<file path="src/rtl/isa_pkg.sv">
// Shared ISA definitions for the 8-bit-instruction core:
// opcode map, instruction formats and sequencer state encoding.
package isa_pkg;

  localparam logic [3:0] OP_ADD  = 4'h0;
  localparam logic [3:0] OP_SUB  = 4'h1;
  localparam logic [3:0] OP_AND  = 4'h2;
  localparam logic [3:0] OP_OR   = 4'h3;
  localparam logic [3:0] OP_SLL  = 4'h4;
  localparam logic [3:0] OP_SRL  = 4'h5;
  localparam logic [3:0] OP_LIM  = 4'h6;
  localparam logic [3:0] OP_LB   = 4'h7;
  localparam logic [3:0] OP_LHB  = 4'h8;
  localparam logic [3:0] OP_STR  = 4'h9;
  localparam logic [3:0] OP_JMP  = 4'ha;
  localparam logic [3:0] OP_BEQ  = 4'hb;
  localparam logic [3:0] OP_BNE  = 4'hc;
  localparam logic [3:0] OP_BLT  = 4'hd;
  localparam logic [3:0] OP_HALT = 4'he;
  localparam logic [3:0] OP_TBA  = 4'hf;

  typedef enum logic [1:0] {
    FMT_C,
    FMT_I,
    FMT_M,
    FMT_X
  } fmt_t;

  typedef enum logic [1:0] {
    S_IDLE,
    S_RUN,
    S_WAIT_MEM,
    S_HALT
  } seq_state_t;

  function automatic fmt_t fmt_of(input logic [3:0] op);
    fmt_t f;
    case (op)
      OP_ADD, OP_SUB, OP_AND,
      OP_OR, OP_SLL, OP_SRL:   f = FMT_C;
      OP_LIM:                  f = FMT_I;
      OP_LB, OP_LHB, OP_STR:   f = FMT_M;
      default:                 f = FMT_X;
    endcase
    return f;
  endfunction

endpackage

</file>
<file path="src/rtl/branch_resolve.sv">
// Combinational opcode classifier: branch decision plus
// memory / halt / illegal flags for the sequencer.
module branch_resolve
  import isa_pkg::*;
(
  input  logic [3:0] opcode,
  input  logic       eq_flag,
  input  logic       lt_flag,
  output logic       taken,
  output logic       is_mem,
  output logic       is_halt,
  output logic       is_illegal
);

  always_comb begin
    taken = 1'b0;
    unique case (1'b1)
      (opcode == OP_JMP): taken = 1'b1;
      (opcode == OP_BEQ): taken = eq_flag;
      (opcode == OP_BNE): taken = ~eq_flag;
      (opcode == OP_BLT): taken = lt_flag;
      default:            taken = 1'b0;
    endcase
  end

  assign is_mem     = (fmt_of(opcode) == FMT_M);
  assign is_halt    = (opcode == OP_HALT);
  assign is_illegal = (opcode == OP_TBA);

endmodule

</file>
<file path="src/rtl/pc_sequencer.sv">
// Program-counter controller: fetch sequencing, branches,
// memory stalls, HALT/fault handling and saturating counters.
module pc_sequencer
  import isa_pkg::*;
#(
  parameter int unsigned PC_W      = 16,
  parameter int unsigned ROM_DEPTH = 128,
  parameter int unsigned CNT_W     = 16
) (
  input  logic             clk,
  input  logic             reset,
  input  logic             start,
  input  logic [PC_W-1:0]  init_pc,
  input  logic [3:0]       opcode,
  input  logic [PC_W-1:0]  jmp_loc,
  input  logic             eq_flag,
  input  logic             lt_flag,
  input  logic             mem_busy,
  output logic [PC_W-1:0]  pc,
  output logic             exec_en,
  output logic             halted,
  output logic             done,
  output logic             fault,
  output logic [CNT_W-1:0] cycle_cnt,
  output logic [CNT_W-1:0] instr_cnt
);

  localparam logic [PC_W:0] DEPTH = (PC_W+1)'(ROM_DEPTH);

  seq_state_t       state_q;
  seq_state_t       state_d;
  logic [PC_W-1:0]  pc_q;
  logic [PC_W-1:0]  pc_d;
  logic             fault_q;
  logic [CNT_W-1:0] cycle_q;
  logic [CNT_W-1:0] instr_q;

  logic taken;
  logic is_mem;
  logic is_halt;
  logic is_illegal;

  logic retire;
  logic fault_set;
  logic clr;
  logic busy_state;

  // one extra bit so a wrap past all-ones still reads as overflow
  logic [PC_W:0] inc;
  logic [PC_W:0] nxt_run;
  logic          ovf_inc;
  logic          ovf_run;

  branch_resolve u_br (
    .opcode     (opcode),
    .eq_flag    (eq_flag),
    .lt_flag    (lt_flag),
    .taken      (taken),
    .is_mem     (is_mem),
    .is_halt    (is_halt),
    .is_illegal (is_illegal)
  );

  assign inc     = {1'b0, pc_q} + (PC_W+1)'(1);
  assign nxt_run = taken ? {1'b0, jmp_loc} : inc;
  assign ovf_inc = (inc >= DEPTH);
  assign ovf_run = (nxt_run >= DEPTH);

  always_comb begin
    state_d   = state_q;
    pc_d      = pc_q;
    exec_en   = 1'b0;
    done      = 1'b0;
    retire    = 1'b0;
    fault_set = 1'b0;
    clr       = 1'b0;
    unique case (state_q)
      S_IDLE, S_HALT: begin
        if (start) begin
          pc_d    = init_pc;
          clr     = 1'b1;
          state_d = S_RUN;
        end
      end
      S_RUN: begin
        unique case (1'b1)
          is_illegal: begin
            fault_set = 1'b1;
            state_d   = S_HALT;
          end
          is_halt: begin
            exec_en = 1'b1;
            retire  = 1'b1;
            done    = 1'b1;
            state_d = S_HALT;
          end
          (is_mem && mem_busy): begin
            state_d = S_WAIT_MEM;
          end
          default: begin
            exec_en = 1'b1;
            retire  = 1'b1;
            if (ovf_run) begin
              fault_set = 1'b1;
              state_d   = S_HALT;
            end else begin
              pc_d = nxt_run[PC_W-1:0];
            end
          end
        endcase
      end
      S_WAIT_MEM: begin
        if (!mem_busy) begin
          exec_en = 1'b1;
          retire  = 1'b1;
          if (ovf_inc) begin
            fault_set = 1'b1;
            state_d   = S_HALT;
          end else begin
            pc_d    = inc[PC_W-1:0];
            state_d = S_RUN;
          end
        end
      end
      default: state_d = S_IDLE;
    endcase
  end

  assign busy_state = (state_q == S_RUN) ||
                      (state_q == S_WAIT_MEM);

  always_ff @(posedge clk or posedge reset) begin
    if (reset) begin
      state_q <= S_IDLE;
      pc_q    <= '0;
    end else begin
      state_q <= state_d;
      pc_q    <= pc_d;
    end
  end

  always_ff @(posedge clk or posedge reset) begin
    if (reset) begin
      fault_q <= 1'b0;
    end else if (clr) begin
      fault_q <= 1'b0;
    end else if (fault_set) begin
      fault_q <= 1'b1;
    end
  end

  always_ff @(posedge clk or posedge reset) begin
    if (reset) begin
      cycle_q <= '0;
      instr_q <= '0;
    end else if (clr) begin
      cycle_q <= '0;
      instr_q <= '0;
    end else begin
      if (busy_state && (cycle_q != '1)) begin
        cycle_q <= cycle_q + CNT_W'(1);
      end
      if (retire && (instr_q != '1)) begin
        instr_q <= instr_q + CNT_W'(1);
      end
    end
  end

  assign pc        = pc_q;
  assign halted    = (state_q == S_HALT);
  assign fault     = fault_q;
  assign cycle_cnt = cycle_q;
  assign instr_cnt = instr_q;

endmodule

</file>
<file path="config.mk">
export PLATFORM = sky130hd
export DESIGN_NAME = pc_sequencer
export DESIGN_NICKNAME = d
export VERILOG_FILES = /design/src/rtl/isa_pkg.sv /design/src/rtl/branch_resolve.sv /design/src/rtl/pc_sequencer.sv
export SDC_FILE = /design/constraint.sdc
export NUM_CORES = 1
export LEC_CHECK = 0
export ABC_AREA = 1
export ABC_CLOCK_PERIOD_IN_PS = 5000
export CAP_MARGIN = 25
export CORE_MARGIN = 2
export CORE_UTILIZATION = 54
export CTS_CLUSTER_SIZE = 20
export DETAILED_ROUTE_END_ITERATION = 6
export MAX_ROUTING_LAYER = met4
export PLACE_DENSITY = 0.87
export SLEW_MARGIN = 30
export SYNTH_ARGS = -nofsm -noshare
export SYNTH_HDL_FRONTEND = slang
export SYNTH_SLANG_ARGS = --single-unit
</file>
<file path="constraint.sdc">
create_clock -name clk -period 5 [get_ports clk]
set_input_delay 1 -clock clk [delete_from_list [all_inputs] [get_ports clk]]
set_output_delay 1 -clock clk [all_outputs]
set_load 0.01 [all_outputs]
</file>
[Word level (Yosys, flattened, before mapping)]
Memory sizes are Yosys's and may differ from the RTL's.
Cells that the tools add are included.
Operators by class
  $add $sub $neg: 3
  magnitude comparators: 2
  equal/unequal tests: 18
  multiplexer cells: 32
  bitwise operators: 1
  reductions and logical operators: 15
Operators by type and width (count)
  two-way mux 16 bit: 9
  case mux 16 bit (3 select lines): 1
  greater-or-equal comparator 17 x 8 -> 1 bit (second input constant): 2
  adder 16 x 1 -> 16 bit (second input constant): 2
  inequality test 16 bit (second input constant): 2
  equality test 4 bit (second input constant): 6
  adder 16 x 1 -> 17 bit (second input constant): 1
  two-way mux 17 bit: 1
  two-way mux 1 bit: 11
  inequality test 2 bit (second input constant): 5
  two-way mux 2 bit: 4
  OR reduction 2 bit: 4
  equality test 2 bit (second input constant): 3
  case mux 1 bit (2 select lines): 3
  case mux 2 bit (3 select lines): 1
  nonzero test 2 bit: 3
  AND reduction 5 bit: 1
  inequality test 4 bit (second input constant): 1
  case mux 1 bit (4 select lines): 1
  case mux 2 bit (2 select lines): 1
  logical AND 1 bit: 3
  AND reduction 3 bit: 1
  OR reduction 3 bit: 1
  equality test 2 x 1 -> 1 bit (second input constant): 1
  other kinds (3): 3
Word-level totals
  flip-flop bits (word level): 51
  bits in read-only memories: 32
  input port bits: 42
  logic and storage cells: 77
  memories: 1
Memory list
  (no name shown): depth 16, width 2, read ports 1, clocked after memory_dff 0, wr ports 0, RTL line isa_pkg.sv:38  | case (op)

[Logic depth before layout (Yosys ltp)]
Gate-level depths: netlist (run 1).
  word-level depth: 9
  depth in mapped cells: 17
  gate-level depth less buffers: 16

[Hierarchy]
Synthesis (run 1) repeated with hierarchy kept, for this count alone.
Second synthesis, totals
  cells, all modules: 607
  area total of the unflattened synthesis: 3982.6 sq um
By module, submodules not included
  pc_sequencer: instances 1, cells each 589, area an instance 3908.7 sq um
  branch_resolve: instances 1, cells each 18, area an instance 73.8 sq um

[Worst setup path before layout (run 1)]
No wires, ideal clock.
  path type: in2out
  from: in opcode[1]
  to: out exec_en
  arrival time: 1.793 ns
  required time: 4.000 ns
  slack: 2.207 ns
  cell stages on the path: 6
  path through: or2_2 > nand3_1 > nand2_1 > o22ai_1 > inv_1 > nor2_1
On the way
  longest elaborated chain between the ends: 6
Ends and longest elaborated chain
  start: declaration: RTL line pc_sequencer.sv:14  | input logic [3:0] opcode,
  memory read (16 x 2 bit)
  equality test 2 bit: RTL line branch_resolve.sv:26  | assign is_mem = (fmt_of(opcode) == FMT_M);
  logical AND 1 bit: RTL line pc_sequencer.sv:97  | (is_mem && mem_busy): begin
  OR reduction 2 bit (no source line) *
  two-way mux 1 bit *: RTL line pc_sequencer.sv:86  | unique case (1'b1)
  case mux 1 bit (2 select lines) *: RTL line pc_sequencer.sv:77  | unique case (state_q)
  end: declaration: RTL line pc_sequencer.sv:20  | output logic exec_en,
Every way passes the cells marked *; elsewhere a longest branch is shown, timed or not.

[Worst setup path after layout (run 1)]
Ends and elaborated chain as after synthesis.

==> results of run 1 <==
==> state kept, by name, summed over array words and instances, names as in the netlist <==
| register | cells |
|---|---|
| cycle_cnt | 16 |
| fault | 1 |
| pc | 16 |
| instr_cnt | 16 |
| state_q | 2 |
==> cell families (layout without fill, tap and decap cells) <==
| family | count (synthesis) | after routing |
|---|---|---|
| simple gates | 320 | 320 |
| compound gates | 77 | 77 |
| buf+inv | 76 | 163 |
| flops | 51 | 51 |
| xor+xnor | 22 | 22 |
| fa+ha+maj | 7 | 7 |
==> report_power, final <==
group          internal (mW)  switching (mW)  total (mW)
logic                  0.666            1.00        1.67
registers              0.566           0.208       0.774
clock network          0.104           0.162       0.267
total                   1.34            1.37        2.71
==> worst max-delay path by stage <==
stage | start | end | cells past startpoint
2_1_floorplan | opcode[1] | exec_en | 6
3_3_place_gp | opcode[1] | exec_en | 8
3_5_place_dp | opcode[1] | exec_en | 10
4_1_cts | opcode[1] | exec_en | 10
5_1_grt | opcode[1] | exec_en | 10
6_report | opcode[1] | exec_en | 10
==> worst register-to-register path: stages (launching register included) <==
cell     delay, ps
dfrtp_1        410
inv_1           60
ha_1           480
inv_1          480
buf_4          330
o21ai_0        210
a21oi_4        520
nand2_4        260
nand2_1        150
nand2_1         50
==> placed cells by master (no fill, tap or decap), types with 4 or more instances in the layout <==
master / n
nand4_1: 8
nor3_1: 11
o22ai_1: 13
clkbuf_8: 5
xor2_1: 19
or2_1: 4
a21oi_1: 11
nor2_2: 8
nand3b_1: 6
o21ai_0: 29
o31ai_1: 7
dfrtp_1: 51
a31oi_1: 13
nand3_1: 58
nor2_1: 47
ha_1: 7
inv_1: 58
nand2_1: 158
clkdlybuf4s50_1: 93
nand2_2: 6
==> layer usage <==
layer / vias to the layer above / GRT usage / wire length, µm
met5: - / - / 0
met4: 0 / 0.1147 / 269
met3: 26 / 0.06540 / 831
met2: 181 / 0.4532 / 4966
met1: 1922 / 0.4004 / 4757
li1: 1995 / - / -
==> per-stage QoR <==
stage,util,hold WS [ps],total power [mW],instance area (µm²)
floorplan,-,502.7,1.816,3762
global placement,0.6985,488.8,2.374,4720
detailed placement,0.6989,488.9,2.420,4722
CTS,0.7131,523.2,2.689,4818
global route,0.7131,554.4,2.941,4818
finish,0.7131,529.4,2.711,4818
==> cell type report <==
class                      count  area (µm²)  share of cell area
tap                           80       100.1             0.02077
clock buffer                   5       68.82             0.01428
timing repair buffer          94       938.4              0.1948
clock inverter                 3       27.53            0.005713
multi-input combinational    426        2176              0.4516
inverter                      61       231.5             0.04804
sequential                    51        1276              0.2649
==> metrics.cfg, run 1 <==
[outcome]
outcome = complete, no violations

[logic_synthesis]
synthSimpleGateAreaFrac = 0.3831
synth_top_family_by_area = simple AND/OR/NAND/NOR gates
syn_area_per_cell_um2 = 6.804
synth_top_area_frac = 0.3392
yosysMostFrequentCell = nand2_1
synthAdderAreaFrac = 0.02328
synth_ff_type = dfrtp_1
synth_compound_area_frac = 0.1207
synth_fp_nets = 602
synth-xor-area-share = 0.05121
syn_area_um2 = 3762
ys_ff_latch = 51
ys_seq_area_frac = 0.3392
ys_async_sr_fraction = 1.000
ys_top_cells_by_area = dfrtp_1 (34%), nand2_1 (16%), nand3_1 (7.7%)
synthTopCellsByCount = nand2_1 (158), inv_1 (59), nand3_1 (58), dfrtp_1 (51), nor2_1 (47)
ys_types = 37
yosys.area.top_type = dfrtp_1
synth-edff-count = 0
synthMuxAreaShare = 0
syn_inst = 553
yosysWarnings = 0

[setup_path]
cp_slowest_cell = clkdlybuf4s50_1
cp-end-kind = primary output
ff2ff_setup_slack_ps = 1950
critical_path.cell_chain = clkdlybuf4s50_1, inv_1, nor2_2, nor2_1, nand3_1, nand2_1, o22ai_1, inv_1, nor2_1, clkdlybuf4s50_1
criticalPathCategory = input port to primary output
path_buf_inv = 4
cp-start-kind = input port
required_ps = 4000
r2r_end = pc[4]
r2r_cells = 9
r2r_start = state_q[0]
cpPeakStageDelay_ps = 560
path_max_fanout = 4
arrival_ps = 2900
path_delay_family = buffers and inverters

[cts]
cts_resized = 0
clockBufferDepth = 2
cts_hold_buf = 0
clk_latency_ps = 320
post_cts_buffers = 0
clk_pin_slew_ps = 100
htree_levels = 2
clockRootBuffer = clkbuf_8
cts_tree = yes
cts_buffers = 5
cts_sinks = 51

[global_route]
grt_use_total = 0.3023
antenna_found_initial = 0
grt_pass1_wl_um = 17760
grt_max_degree = 52
grt_pass1_vias = 3859
grt-ovfl-total = 0

[floorplan]
die_h_um = 87.47
io_pins = 94
core_um2 = 6756
num_rows = 30
die_w_um = 87.47
initial_utilization = 0.5569
dieArea_um2 = 7651

[finish]
syn_to_final_growth_pct = 28.07
fin_nets = 688
stdcell_count = 720
fillers = 573
num_antenna_cells = 0
drive_above_1_share = 0.05625

[routing]
wl_um = 10830
via_per_inst = 5.728
via_count = 4124
post_drt_wl_per_cell_um = 15.03
drtIter0Drc = 374
ant_nets = 0
firstDrtPassIters = 5
drcViolationCount = 0

[place]
dp_hpwl_um = 7934
place_ws_ps = 1120
portBuffers = 93
dp.cells = 712
gp_congestion = 0.9297

[sta]
drv_slew = 0
setup_viol = 0
fin_skew_ps = 10.62
tightest_slew_ps = 790.1
final.setup.tns_ps = 0
fin_ws_ps = 1101
rsz0062_at_grt = no
fmax_mhz = 256.5
fin_crit_ps = 3899
hold_violations = 0
timing.slew.headroom = 0.4733
fin_crit_sh = 0.7797

[power_and_ir_drop]
power_density_nw_per_um2 = 562.7
peakVddDrop_mv = 0.3566
p_leak_nw = 2.086

[min_path]
hp-class = register to register
min-delay-start = fault
hold_depth = 2
hold_end = fault

[job]
timing.max_cap.violations = 0

Power figures use the tool's default switching activity.
==> inputs of run 2 (changes only) <==
- ABC_CLOCK_PERIOD_IN_PS: 5000 -> 3500
- CORE_UTILIZATION: 54 -> 45
- PLACE_DENSITY: 0.87 -> 0.77
- clock period: 5 -> 3.5 ns (I/O delays scaled with it)
==> metrics.cfg, run 2 (synthesis gave the netlist of run 1 again) <==
[outcome]
outcome = complete, no violations

[place]
place_ws_ps = 154.3
portBuffers = 93
gp_congestion = 0.9344
dp_hpwl_um = 8063

[floorplan]
num_rows = 33
initial_utilization = 0.4602
die_w_um = 95.44
die_h_um = 95.44
dieArea_um2 = 9108
core_um2 = 8175
io_pins = 94

[cts]
cts_tree = yes
clk_pin_slew_ps = 100
cts_hold_buf = 0
post_cts_buffers = 0
clockRootBuffer = clkbuf_8
cts_buffers = 5
cts_sinks = 51
clk_latency_ps = 300
htree_levels = 2
clockBufferDepth = 2
cts_resized = 0

[routing]
wl_met2_um = 4887
drt-met1-wl_um = 4810
wl_um = 10500
via_count = 4016
drcViolationCount = 0
drtIter0Drc = 297
ant_nets = 0
highest-signal-layer = met4
route.met3.wl_um = 766
firstDrtPassIters = 5
post_drt_wl_per_cell_um = 13.94
via_per_inst = 5.333

[finish]
fin_util = 0.5995
syn_to_final_growth_pct = 30.26
mostFrequentLayoutCell = nand2_1
fin_nets = 696
num_antenna_cells = 0
final_cell_mix = nand2_1 (158), clkdlybuf4s50_1 (93), nand3_1 (58), inv_1 (58), dfrtp_1 (51)
fillers = 758
drive_above_1_share = 0.06636

[power_and_ir_drop]
p_total_mw = 3.836
power_density_nw_per_um2 = 782.7
peakVddDrop_mv = 0.3976
p_leak_nw = 2.123

[job]
timing.max_cap.violations = 0

[sta]
tightest_slew_ps = 545.5
fin_crit_ps = 3325
drv_slew = 0
setup_viol = 0
fin_ws_ps = 175.4
whs_ps = 532.7
fmax_mhz = 300.8
hold_violations = 0
fin_skew_ps = 6.525
timing.slew.headroom = 0.6355
rsz0062_at_grt = no
fin_crit_sh = 0.9499
final.setup.tns_ps = 0

[setup_path]
path_max_fanout = 4
criticalPathCategory = input port to primary output
required_ps = 2800
arrival_ps = 2620
cp-end-kind = primary output
cp-start-kind = input port

[global_route]
grt_max_degree = 19
grt_use_total = 0.2387
grt-ovfl-total = 0
antenna_found_initial = 0
grt_pass1_wl_um = 16820
grt_pass1_vias = 3578

[min_path]
hp-class = register to register

-- run 2: cell types whose count changed in the layout (fill, tap and decap cells not counted) --
cell and change:
inv_4 -1, clkinv_4 +2, inv_8 -1, inv_2 +1, buf_4 +8, clkbuf_1 +1, inv_6 -1, clkinvlp_4 -1
-- run 2: cell type report --
type                       count  area [µm²]  area share
timing repair buffer         102       998.5      0.2037
clock buffer                   6       72.57     0.01481
clock inverter                 2       17.52    0.003574
tap                          105       131.4     0.02681
multi-input combinational    426        2176      0.4440
inverter                      61       229.0     0.04672
sequential                    51        1276      0.2604
-- run 2: worst paths after layout --
kind | from | end | slack (ps) | cells past startpoint
min in group asynchronous | reset | cycle_cnt[11] | 680 | 2
worst max-delay path | opcode[1] | exec_en | 180 | 8
max in group asynchronous | reset | pc[4] | 2250 | 3
worst min register to register | fault | fault | 530 | 2
worst min-delay path | fault | fault | 530 | 2
worst max register to register | pc[1] | pc[11] | 740 | 14
-- run 2: critical path, cell delays in order --
cell and delay, ps:
clkdlybuf4s50_1 460, or2_2 320, nand3_1 110, nand2_1 80, o22ai_1 170, inv_1 70
nor2_1 130, clkdlybuf4s50_1 580
-- run 2: routing by layer --
layer | vias up | global-route usage
met4 | 0 | 0.02857
met5 | - | -
met2 | 152 | 0.3844
met1 | 1855 | 0.3313
li1 | 2007 | -
met3 | 2 | 0.03478
-- run 2: through the flow --
step,area (µm²),std cells
floorplan,3762,553
global placement,4811,745
detailed placement,4811,745
CTS,4901,753
global route,4901,753
finish,4901,753
-- run 2: report_power, final --
group / internal (mW) / switching, mW
sequential: 0.809 / 0.288
clock: 0.144 / 0.212
combinational: 0.985 / 1.40
total: 1.94 / 1.90
==> inputs of run 3 (changes only) <==
- ABC_CLOCK_PERIOD_IN_PS: 3500 -> 3350
- CORE_UTILIZATION: 45 -> 50
- CTS_CLUSTER_DIAMETER: not set -> 200
- PLACE_DENSITY: 0.77 -> 0.81
- clock period: 3.5 -> 3.35 ns (I/O delays scaled with it)
==> metrics.cfg, run 3 (synthesis gave the netlist of run 1 again) <==
[floorplan]
dieArea_um2 = 8235
die_w_um = 90.75
num_rows = 31
io_pins = 94
die_h_um = 90.75
core_um2 = 7253
initial_utilization = 0.5187

[global_route]
grt_max_degree = 26
grt_use_total = 0.2739
grt-ovfl-total = 0
grt_pass1_wl_um = 18080
antenna_found_initial = 0
grt_pass1_vias = 3727

[setup_path]
path_buf_inv = 3
cp_slowest_cell = clkdlybuf4s50_1
cp-endpoint = exec_en
cp_num_cells = 8
critical_path.cell_chain = clkdlybuf4s50_1, or2_2, nand3_1, nand2_1, o22ai_1, inv_1, nor2_1, clkdlybuf4s50_1
required_ps = 2680
r2r_cells = 16
cp-startpoint = opcode[1]
cp-start-kind = input port
r2r_start = pc[1]
r2r_end = pc[0]
cpMostUsedCell = clkdlybuf4s50_1
criticalPathCategory = input port to primary output
cp-end-kind = primary output
arrival_ps = 2530
path_max_fanout = 4
path_delay_family = buffers and inverters
cpPeakStageDelay_ps = 560
ff2ff_setup_slack_ps = 780

[sta]
fin_skew_ps = 10.07
fin_ws_ps = 153.7
fin_crit_ps = 3196
fmax_mhz = 312.9
hold_violations = 0
setup_viol = 0
tightest_slew_ps = 491.9
drv_slew = 0
fin_crit_sh = 0.9541
final.setup.tns_ps = 0
whs_ps = 497.9
timing.slew.headroom = 0.6716
rsz0062_at_grt = no

[min_path]
hp-class = register to register

[routing]
drtIter0Drc = 245
wl_um = 11060
post_drt_wl_per_cell_um = 14.78
drcViolationCount = 0
via_count = 4074
via_per_inst = 5.447
firstDrtPassIters = 5
ant_nets = 0

[power_and_ir_drop]
switching_power_mw = 2.043
power_density_nw_per_um2 = 833.0
intPower_mw = 2.045
power.combinational.fraction = 0.621
p_leak_nw = 2.129
power_frac_seq = 0.280
clkPwrFrac = 0.098
peakVddDrop_mv = 0.5476
p_sw_frac = 0.4997

[place]
place_ws_ps = 162.8
gp_congestion = 0.9171
portBuffers = 93
dp_hpwl_um = 8343
placed_area_um2 = 4811

[finish]
final_cell_mix = nand2_1 (158), clkdlybuf4s50_1 (93), nand3_1 (58), inv_1 (58), dfrtp_1 (51)
fin_area_um2 = 4907
fillers = 643
drive_above_1_share = 0.06934
syn_to_final_growth_pct = 30.43
mostFrequentLayoutCell = nand2_1
multiInputGateArea_um2 = 2176
seq_area_um2 = 1276
num_antenna_cells = 0
fin_nets = 697

[cts]
cts_sinks = 51
cts_resized = 0
cts_buffers = 5
post_cts_buffers = 0
htree_levels = 2
clockBufferDepth = 2
cts_hold_buf = 0
clk_latency_ps = 320
clockRootBuffer = clkbuf_8
clk_pin_slew_ps = 110
cts_tree = yes

[job]
timing.max_cap.violations = 0

[outcome]
outcome = complete, no violations

[run 3: cell count changes in the layout (fill, tap and decap cells not counted)]
cell        before  now
buf_4            9   10
inv_8            0    1
clkinv_4         2    0
inv_6            0    1
clkbuf_1         1    0
clkinvlp_4       0    1
[run 3: layer usage]
metal | vias up | track usage | share of wire
met2 | 171 | 0.4285 | 0.46
met3 | 13 | 0.03756 | 0.067
met5 | - | - | 0
met1 | 1886 | 0.3810 | 0.46
li1 | 2004 | - | -
met4 | 0 | 0.05897 | 0.0090
[run 3: worst min-delay path by stage]
| stage | slack [ps] | from | depth (start not counted) | end |
|---|---|---|---|---|
| after CTS | 510 | fault | 2 | fault |
| after floorplan | 500 | state_q[1] | 2 | state_q[1] |
| after global placement | 470 | fault | 2 | fault |
| after detailed placement | 480 | fault | 2 | fault |
| after global routing | 540 | fault | 2 | fault |
| final | 500 | fault | 2 | fault |
[run 3: area by class of cell]
class / count / share of cell area
Inverter: 61 / 0.04666
Sequential cell: 51 / 0.2601
Multi-Input combinational cell: 426 / 0.4434
Tap cell: 99 / 0.02524
Timing Repair Buffer: 103 / 0.2050
Clock buffer: 5 / 0.01402
Clock inverter: 3 / 0.005609
[run 3: worst reg2reg max path: cells and delay by family, from the launching register on]
kind          cells  cell delay [ps]
simple gates     15             1740
fa+ha+maj         1              270
flops             1              480
[run 3: power groups by stage]
stage               clock network (mW)  logic, mW  registers, mW
floorplan                            0       1.53           1.18
global placement                     0       2.46           1.14
detailed placement                   0       2.51           1.15
CTS                              0.406       2.53           1.14
global route                     0.431       2.80           1.19
finish                           0.402       2.54           1.15
[run 3: stage by stage]
stage                     utilization  instances  power, mW
after detailed placement       0.6633        740      3.666
after global placement         0.6633        740      3.605
after CTS                      0.6766        748      4.072
final                          0.6766        748      4.088
after floorplan                     -        553      2.710
after global routing           0.6766        748      4.420
